$ cat src/rtl/serial_subtractor.sv
// serial_subtractor: bit-serial a - b - b_in, LSB first; SERIAL_SUB_OVF_EN adds a signed-overflow flag
module serial_subtractor #(
  parameter int WIDTH = 8
) (
  input  logic             clk,
  input  logic             rst_n,
  input  logic             start,
  input  logic [WIDTH-1:0] a,
  input  logic [WIDTH-1:0] b,
  input  logic             b_in,
  output logic             busy,
  output logic             done,
  output logic [WIDTH-1:0] diff,
  output logic             borrow
`ifdef SERIAL_SUB_OVF_EN
  ,
  output logic             ovf
`endif
);
  localparam int CW = $clog2(WIDTH) + 1;
  typedef enum logic [1:0] {IDLE, SHIFT, DONE} state_t;
  state_t state, state_nx;
  logic [WIDTH-1:0] a_sh, b_sh, acc_nx;
  logic [WIDTH-2:0] acc;
  logic [CW-1:0] cnt;
  logic bor, ai, bi, d, bor_nx, last;
  always_comb begin
    ai = a_sh[0];
    bi = b_sh[0];
    d = ai ^ bi ^ bor;
    bor_nx = (~ai & bi) | (~(ai ^ bi) & bor);
    acc_nx = {d, acc};
    last = cnt == CW'(WIDTH - 1);
  end
  always_ff @(posedge clk or negedge rst_n)
    if (!rst_n) state <= IDLE;
    else state <= state_nx;
  always_comb
    state_nx = state == IDLE  ? (start ? SHIFT : IDLE) :
               state == SHIFT ? (last ? DONE : SHIFT) : IDLE;
  always_comb begin
    busy = state != IDLE;
    done = state == DONE;
  end
  // acc only keeps the WIDTH-1 bits that survive into the final result
  always_ff @(posedge clk or negedge rst_n)
    if (!rst_n) begin
      a_sh <= '0;
      b_sh <= '0;
      acc <= '0;
      cnt <= '0;
      bor <= 1'b0;
      diff <= '0;
      borrow <= 1'b0;
    end else if (state == IDLE) begin
      if (start) begin
        a_sh <= a;
        b_sh <= b;
        bor <= b_in;
        cnt <= '0;
        acc <= '0;
      end
    end else if (state == SHIFT) begin
      a_sh <= a_sh >> 1;
      b_sh <= b_sh >> 1;
      bor <= bor_nx;
      acc <= acc_nx[WIDTH-1:1];
      cnt <= cnt + 1'b1;
      if (last) begin
        diff <= acc_nx;
        borrow <= bor_nx;
      end
    end
`ifdef SERIAL_SUB_OVF_EN
  logic a_msb, b_msb;
  always_ff @(posedge clk or negedge rst_n)
    if (!rst_n) begin
      a_msb <= 1'b0;
      b_msb <= 1'b0;
      ovf <= 1'b0;
    end else if (state == IDLE && start) begin
      a_msb <= a[WIDTH-1];
      b_msb <= b[WIDTH-1];
    end else if (state == SHIFT && last)
      ovf <= (a_msb != b_msb) && (d != a_msb);
`endif
endmodule

$ cat config.mk
export PLATFORM = sky130hd
export DESIGN_NAME = serial_subtractor
export DESIGN_NICKNAME = d
export VERILOG_FILES = /design/src/rtl/serial_subtractor.sv
export SDC_FILE = /design/constraint.sdc
export NUM_CORES = 1
export LEC_CHECK = 0
export ABC_AREA = 1
export CAP_MARGIN = 20
export CORE_UTILIZATION = 55
export CTS_CLUSTER_SIZE = 28
export DETAILED_ROUTE_END_ITERATION = 16
export MAX_ROUTING_LAYER = met4
export PLACE_DENSITY = 0.83
export SLEW_MARGIN = 10
export SYNTH_ARGS = -nofsm -noshare
export SYNTH_HDL_FRONTEND = slang
export SYNTH_SLANG_ARGS = --single-unit
$ cat constraint.sdc
create_clock -name clk -period 3.4 [get_ports clk]
set_clock_uncertainty 0.2 [all_clocks]
set_input_delay 1.02 -clock clk [delete_from_list [all_inputs] [get_ports clk]]
set_output_delay 1.02 -clock clk [all_outputs]
set_load 0.02 [all_outputs]
# [Word level (Yosys, flattened, before mapping)]
# Index checks and enable logic that the tools add are counted.
[op_classes] eq_ne=4 n_reduce_logical=5 bitwise_logic=8 n_addsub=1 muxes=19
[ops] operator="$mux 8" n=6
[ops] operator="$mux 7" n=3
[ops] operator="$mux 4" n=3
[ops] operator="$mux 2" n=3
[ops] operator="$add 4x1->4 const B" n=1
[ops] operator="$eq 4x3->1 const B" n=1
[ops] operator="$mux 1" n=4
[ops] operator="$reduce_bool 2->1" n=2
[ops] operator="$not 1->1" n=3
[ops] operator="$reduce_and 3->1" n=1
[ops] operator="$and 1x1->1" n=2
[ops] operator="$eq 2x1->1 const B" n=1
[ops] operator="$eq 2x2->1 const B" n=1
[ops] operator="$logic_not 2->1" n=1
[ops] operator="$ne 2x2->1 const B" n=1
[ops] operator="$reduce_and 2->1" n=1
[ops] operator="$xor 1x1->1" n=2
[ops] operator="$or 1x1->1" n=1
[word_totals] reg_bits=39 wordCells=45 input_bits=20

# [Depth between registers and ports, before layout]
# Gate-level depths: netlist of the first run.
[depth] ltp_word=6 depth_mapped=7 mapped_depth_nobuf=7

# [Worst setup path after synthesis of the first run]
# Ideal clock, no wire load.
[synth_timing] path_type="register to output" from="reg state[1]" to="out busy" t_arrival_ps=819 t_required_ps=2180 n_path_buf=1 path_slack_ps=1361 path_stages_with_launch=4 cell_sequence="dfrtp_1 > nor2_1 > inv_1 > buf_4"
[synth_via] elab_chain_cells=1
[synth_lines] element="start: declaration" line_no="22" rtl="state_t state, state_nx;"
[synth_lines] element="start signal: assignment" line_no="37" rtl="else state <= state_nx;"
[synth_lines] element="$reduce_bool 2->1" line_no="42" rtl="busy = state != IDLE;"
[synth_lines] element="end: declaration" line_no="11" rtl="output logic busy,"
# No other way between the ends.

# [Worst setup path in the final report of the first run]
# Ends and elaborated chain as after synthesis.

==> results.toml, run 1 <==
[run_status]
outcome = "finished, violations left"
violations = "design-rule violations"

[synthesis]
synthArstFlopShare_pct = 100
synth_top_area_share_pct = 56.9
yosys-top-cells-area = "dfrtp_1 (57%), nand2_1 (24%), o21ai_0 (5.0%)"
synthFlopType = "dfrtp_1"
syn_nets = 232
ys_types = 15
syn_area_um2 = 1720
synthCells = 210
ys_seq_elements = 39
synth_warnings = 0
synth_edf_count = 0
avgSynthCellArea_um2 = 8.17
seq_area_frac_synth_pct = 56.9
synth.largest_area_cell = "dfrtp_1"

[clock_tree]
clk_pin_slew_worst_paths_ns = 0.11
post_cts_buffers = 0
ctsHoldBuffers = 0
worstSkewPairLatency_ns = 0.35
root_buffer = "clkbuf_4"
cts.repair.resized = 0
cts_tree = "yes"
cts_max_level = 2
cts_max_path_buffers = 2
cts_buffers = 5
clock-sinks = 39

[sta]
fmax_ghz = 0.327
hold_violations = 0
min_period_over_period_pct = 90.0
holdWs_ns = 0.292
tightest_slew_ns = 0.838
slew_viol_final = 0
rsz0062_at_grt = "false"
relSlewSlack_pct = 44.1
setup_ws_ns = 0.338
finalSetupViolCount = 0
final.setup.tns_ns = 0
period_needed_ns = 3.06

[setup_path]
slowest_stage = "clkdlybuf4s50_1"
crit_path_end_kind = "output pin"
critPathLaunch = "state[1]"
reg2reg_to = "acc[2]"
crit_family = "buffers and inverters"
max_stage_delay_ns = 0.68
worst-endpoint-arrival_ns = 1.84
cp_cell_sequence = "nor2_1 -> inv_1 -> clkdlybuf4s50_1"
critPathLaunchType = "flip-flop"
regToRegSetupSlack_ns = 1.76
worst-setup-path-type = "flip-flop to output pin"
crit_fanout = 14
r2r-start = "state[1]"
reg2reg_depth = 4
cp.buffers_inverters = 2
cp.required_ns = 2.18

[floorplanning]
dieArea_um2 = 3350
die_h_um = 57.8
io-pin-count = 31
die_width_um = 57.8
start_util_pct = 60.1
rows = 19
core_um2 = 2850

[worst_hold_path]
hold_path_class = "flip-flop to flip-flop"
holdPathEnd = "a_sh[7]"
hold_depth = 2
hold_path.startpoint = "a_sh[7]"

[detailed_routing]
totalWireLength_mm = 3.45
first_iter_violations = 92
vias = 1436
drc_errors = 2
wl_per_cell_um = 12.6
via_per_inst = 5.26
dr.pass1.iters = 10
antenna_left = 0

[layout]
num-nets-final = 263
finish.utilization_pct = 74.0
n_antenna_cell = 0
drive_above_1_share_pct = 4.96
area_delta_synth_final_pct = 23.1
n_fill_cell = 221
finalNonFillerCells = 273
final_cell_area_um2 = 2110

[pwr]
p_sw_share_pct = 38.2
pwr-share-clk_pct = 19.5
internal_power_mw = 1.21
peakVddDrop_mv = 0.550
p_comb_share_pct = 40.7
cellPowerDensity_nw_per_um2 = 924
p_switching_mw = 0.746
pwr-share-seq_pct = 39.8
p_leak_nw = 1.11
finalPower_mw = 1.95

[grt]
grt_usage_pct = 24.6
grt_max_degree = 40
grt_pass1_wl_mm = 5.92
grt_antenna_before_repair = 0
grt_remaining_overflow = 0
grt_pass1_vias = 1376

[place]
dp_hpwl_mm = 2.27
place_inst = 265
place_ws_ns = 0.688
gp_congestion = 0.730
io_buffers = 30
placed_cell_area_um2 = 2010

[flow_run]
cap_viol_max_count = 0
-- cell usage after synthesis (3+ instances only) --
master,instances
nand2_1,111
o21ai_0,17
nor2_1,6
dfrtp_1,39
o22ai_1,5
buf_2,4
inv_1,16
nand3_1,3
buf_4,3
-- final cells by class --
cell class | count | area (um^2) | share of cell area [%]
tap | 31 | 38.8 | 1.84
clock inverter | 2 | 60.1 | 2.84
multi-input combinational | 147 | 626 | 29.6
timing repair buffer | 32 | 310 | 14.7
clock buffer | 6 | 41.3 | 1.95
inverter | 16 | 60.1 | 2.84
sequential | 39 | 976 | 46.2
-- cells in the final DEF (no fill, tap or decap) --
cell type and count:
ha_1 1, fa_1 1, clkdlybuf4s50_1 29, bufinv_16 2, o21ai_1 1, a21oi_1 1, o22ai_1 5, nor2_4 1
buf_2 1, nand3_1 3, nand2_1 111, dfrtp_1 39, clkbuf_1 1, nor2_1 6, inv_1 16, o21ai_0 16
nand2_2 1, buf_4 2, clkbuf_4 5
-- flip-flops by register name (all words and copies together), names as in the netlist --
register and flops:
a_sh 8, acc 7, b_sh 8, bor 1, borrow 1, cnt 4
diff 8, state 2
-- metal layers --
| layer | wire, um | GRT usage [%] |
|---|---|---|
| met1 | 1600 | 31.8 |
| met2 | 1610 | 36.3 |
| met3 | 161 | 7.59 |
| met4 | 77 | 9.86 |
| met5 | 0 | - |
-- logic make-up after synthesis --
| kind of cell | synth area share [%] |
|---|---|
| flip-flops | 56.9 |
| adder cells (fa/ha/maj) | 1.90 |
| AND/OR/NAND/NOR | 27.5 |
| buffers and inverters | 6.64 |
| AO/OA/AOI/OAI | 7.07 |
-- power by group through the flow --
stage	Sequential [mW]	Clock [mW]	Combinational, mW
3_3_place_gp	0.775	0	0.769
4_1_cts	0.777	0.384	0.803
5_1_grt	0.797	0.407	0.904
2_1_floorplan	0.825	0	0.492
3_5_place_dp	0.786	0	0.790
6_report	0.777	0.380	0.793
-- worst reg2reg max path: cells and delay by family (launching register included) --
family / cells / cell delay, ns
compound gates: 2 / 0.24
buf+inv: 2 / 0.60
flops: 1 / 0.44
-- worst max path at each step --
stage | endpoint | slack [ns] | cells after the start
2_1_floorplan | busy | 1.36 | 3
5_1_grt | busy | 0.22 | 3
3_3_place_gp | busy | 0.74 | 3
4_1_cts | busy | 0.32 | 3
3_5_place_dp | cnt[1] | 0.69 | 4
6_report | busy | 0.34 | 3
Note: power is estimated with default switching activity, not from simulation.
==> run 2, diff against run 1 <==
Settings changed: CORE_MARGIN from default to 2.
==> results.toml, run 2 (synthesis gave the netlist of run 1 again) <==
[run_status]
outcome = "completed"

[clock_tree]
cts_max_level = 2
clock-sinks = 39
root_buffer = "clkbuf_4"
worstSkewPairLatency_ns = 0.36
cts_tree = "yes"
clk_pin_slew_worst_paths_ns = 0.12
ctsHoldBuffers = 0
post_cts_buffers = 0
cts_buffers = 5
cts.repair.resized = 0
cts_max_path_buffers = 2

[layout]
n_antenna_cell = 0
n_fill_cell = 246
layout_commonest_cell = "nand2_1"
num-nets-final = 263
final_cell_mix = "nand2_1 (111), dfrtp_1 (39), clkdlybuf4s50_1 (29), inv_1 (16), o21ai_0 (16)"
area_delta_synth_final_pct = 23.3
final_cell_area_um2 = 2110
drive_above_1_share_pct = 4.96
finish.utilization_pct = 70.4
reg_top3 = "a_sh (8), b_sh (8), diff (8)"

[worst_hold_path]
hold_path_class = "flip-flop to flip-flop"
hold_depth = 2

[pwr]
p_sw_share_pct = 38.0
peakVddDrop_mv = 0.535
p_comb_share_pct = 40.4
p_leak_nw = 1.11
pwr-share-seq_pct = 39.8
pwr-share-clk_pct = 19.8
cellPowerDensity_nw_per_um2 = 919
internal_power_mw = 1.20
p_switching_mw = 0.740

[detailed_routing]
dr.pass1.iters = 4
via_per_inst = 5.02
drc_errors = 0
antenna_left = 0
totalWireLength_mm = 3.37
wl_per_cell_um = 12.2
vias = 1380
first_iter_violations = 83

[setup_path]
slowest_stage = "clkdlybuf4s50_1"
cp.buffers_inverters = 2
cp.required_ns = 2.18
critPathLaunchType = "flip-flop"
worst-endpoint-arrival_ns = 1.89
reg2reg_depth = 4
crit_family = "buffers and inverters"
worst-setup-path-type = "flip-flop to output pin"
cp_cell_sequence = "nor2_1 -> inv_1 -> clkdlybuf4s50_1"
crit_path_end_kind = "output pin"
max_stage_delay_ns = 0.69
crit_fanout = 14
cp.depth = 3

[grt]
grt_usage_pct = 23.1
grt_remaining_overflow = 0
grt_pass1_vias = 1344
grt_pass1_wl_mm = 5.86
grt_antenna_before_repair = 0
grt_max_degree = 40

[sta]
period_needed_ns = 3.11
tightest_slew_ns = 0.836
min_period_over_period_pct = 91.4
relSlewSlack_pct = 44.2
fmax_ghz = 0.322
rsz0062_at_grt = "false"
hold_violations = 0
setup_ws_ns = 0.293
finalSetupViolCount = 0
holdWs_ns = 0.280
slew_viol_final = 0
final.setup.tns_ns = 0

[floorplanning]
core_um2 = 3000
die_width_um = 59.8
rows = 20
die_h_um = 59.8
io-pin-count = 31
start_util_pct = 57.1
dieArea_um2 = 3580

[place]
dp_hpwl_mm = 2.25
place_ws_ns = 0.693
gp_congestion = 0.805
placed_cell_area_um2 = 2010
io_buffers = 30

[flow_run]
cap_viol_max_count = 0
## run 2: worst reg2reg max path, stage by stage (launching register included)
cell	delay, ns
dfrtp_1	0.44
inv_1	0.09
o21ai_1	0.08
inv_1	0.52
o21ai_0	0.16
## run 2: worst paths after layout
| check | start | endpoint | slack [ns] |
|---|---|---|---|
| max in group asynchronous | rst_n | a_sh[2] | 1.92 |
| min in group asynchronous | rst_n | diff[2] | 0.55 |
| hold / removal | acc[0] | diff[0] | 0.28 |
| setup reg to reg | state[1] | b_sh[7] | 1.78 |
| setup / recovery | state[1] | busy | 0.29 |
| hold reg to reg | acc[0] | diff[0] | 0.28 |
## run 2: power by group through the flow
stage	Sequential, mW	Combinational [mW]	Clock, mW
final	0.773	0.786	0.385
after global routing	0.800	0.905	0.416
after CTS	0.774	0.797	0.388
after detailed placement	0.782	0.791	0
after global placement	0.777	0.762	0
after floorplan	0.825	0.492	0
## run 2: final cells by class
cell class | count | area (um^2) | share of cell area (%)
repair buffers | 32 | 310 | 14.7
flip-flops and latches | 39 | 976 | 46.2
inverters | 16 | 60.1 | 2.84
clock buffers | 6 | 41.3 | 1.95
clock inverters | 2 | 60.1 | 2.84
well taps | 33 | 41.3 | 1.95
multi-input cells | 147 | 626 | 29.6
## run 2: per-stage QoR
step	std cells	power, mW
after floorplan	210	1.32
after global placement	267	1.54
after detailed placement	267	1.57
after CTS	275	1.96
after global routing	275	2.12
final	275	1.94
## run 2: layer usage
| metal | part of all wire, % | vias to the layer above | GRT usage, % |
|---|---|---|---|
| li1 | - | 705 | - |
| met1 | 46 | 637 | 29.8 |
| met2 | 47 | 31 | 34.9 |
| met3 | 4.5 | 7 | 4.55 |
| met4 | 2.3 | 0 | 11.4 |
| met5 | 0 | - | - |
==> run 3, diff against run 2 <==
Settings changed: CELL_PAD_IN_SITES_DETAIL_PLACEMENT from default to 0, CELL_PAD_IN_SITES_GLOBAL_PLACEMENT from default to 1, CORE_UTILIZATION 55 to 34, PLACE_DENSITY 0.83 to default, PLACE_DENSITY_LB_ADDON from default to 0.1.
Clock period 3.4 ns to 2.7 ns, I/O delays scaled along.
==> results.toml, run 3 (synthesis gave the netlist of run 1 again) <==
[floorplanning]
start_util_pct = 35.8
core_um2 = 4790
die_h_um = 75.0
io-pin-count = 31
die_width_um = 75.0
dieArea_um2 = 5630
rows = 25

[detailed_routing]
vias = 1336
drc_errors = 0
first_iter_violations = 104
via_per_inst = 4.30
antenna_left = 0
totalWireLength_mm = 3.39
dr.pass1.iters = 4
wl_per_cell_um = 10.9

[clock_tree]
clock-sinks = 39
cts_max_path_buffers = 2
clk_pin_slew_worst_paths_ns = 0.07
cts_buffers = 5
cts_tree = "yes"
cts_max_level = 2
post_cts_buffers = 0
worstSkewPairLatency_ns = 0.28
ctsHoldBuffers = 0
cts.repair.resized = 0
root_buffer = "clkbuf_8"

[sta]
fmax_ghz = 0.390
final.setup.tns_ns = 0
period_needed_ns = 2.57
hold_violations = 0
holdWs_ns = 0.270
finalSetupViolCount = 0
slew_viol_final = 0
rsz0062_at_grt = "false"
relSlewSlack_pct = 69.2
tightest_slew_ns = 0.461
min_period_over_period_pct = 95.1

[grt]
grt_pass1_wl_mm = 5.88
grt_antenna_before_repair = 0
grt_pass1_vias = 1235
grt_usage_pct = 14.4
grt_max_degree = 24
grt_remaining_overflow = 0

[layout]
n_antenna_cell = 0
layout_commonest_cell = "nand2_1"
reg_top3 = "a_sh (8), b_sh (8), diff (8)"
final_cell_mix = "nand2_1 (111), dfrtp_1 (39), clkdlybuf4s50_1 (29), inv_1 (16), o21ai_0 (16)"
drive_above_1_share_pct = 6.15
n_fill_cell = 497
num-nets-final = 266
final_cell_area_um2 = 2180
area_delta_synth_final_pct = 27.0

[setup_path]
regToRegSetupSlack_ns = 1.13
critPathLaunchType = "flip-flop"
r2r-start = "cnt[0]"
worst-endpoint-arrival_ns = 1.56
cp.required_ns = 1.69
reg2reg_to = "diff[0]"
worst-setup-path-type = "flip-flop to output pin"
crit_path_end_kind = "output pin"
crit_fanout = 3
reg2reg_depth = 7

[pwr]
p_leak_nw = 1.12
cellPowerDensity_nw_per_um2 = 1090
peakVddDrop_mv = 0.378

[place]
gp_congestion = 0.697
placed_cell_area_um2 = 2090
io_buffers = 30
dp_hpwl_mm = 2.28

[worst_hold_path]
hold_path_class = "input pin to async pin"

[flow_run]
cap_viol_max_count = 0

[run_status]
outcome = "completed"
run 3: cell count changes in the layout (fill, tap and decap cells not counted), sizes merged:
cell,before,now
buf,3,6
bufinv,2,0
clkinv,0,1
run 3: metal layers:
metal | global-route usage (%) | part of all wire (%) | vias to the layer above
met2 | 19.4 | 41 | 29
li1 | - | - | 712
met4 | 5.36 | 1.4 | 0
met3 | 2.95 | 4.4 | 5
met5 | - | 0 | -
met1 | 21.3 | 54 | 590
run 3: power by group:
group	internal, mW	switching [mW]	total, mW
clock	0.200	0.186	0.387
sequential	0.841	0.126	0.967
combinational	0.409	0.602	1.01
total	1.45	0.914	2.36
run 3: how the worst max path moves through the flow:
stage / cells after the start / to / from
finish: 3 / busy / state[1]
global route: 3 / busy / state[1]
CTS: 3 / busy / state[1]
detailed placement: 5 / acc[6] / start
global placement: 5 / cnt[1] / start
floorplan: 3 / busy / state[1]
run 3: per-stage QoR:
stage	power, mW	instances	setup slack, ns	util [%]
floorplan	1.66	210	0.871	-
global placement	2.00	304	0.420	43.7
detailed placement	2.01	304	0.435	43.7
CTS	2.41	311	0.141	45.5
global route	2.60	311	0.0984	45.5
finish	2.36	311	0.133	45.5
run 3: area by class of cell:
class | instances | area [um^2] | share of cell area, %
clock buffer | 6 | 82.6 | 3.79
clock inverter | 1 | 5.00 | 0.230
inverter | 16 | 60.1 | 2.76
multi-input combinational | 147 | 626 | 28.7
sequential | 39 | 976 | 44.8
tap | 67 | 83.8 | 3.85
timing repair buffer | 35 | 345 | 15.9
run 3: critical path: stages (launching register included):
cell	delay, ns
dfrtp_1	0.42
nor2_1	0.22
inv_1	0.10
clkdlybuf4s50_1	0.55
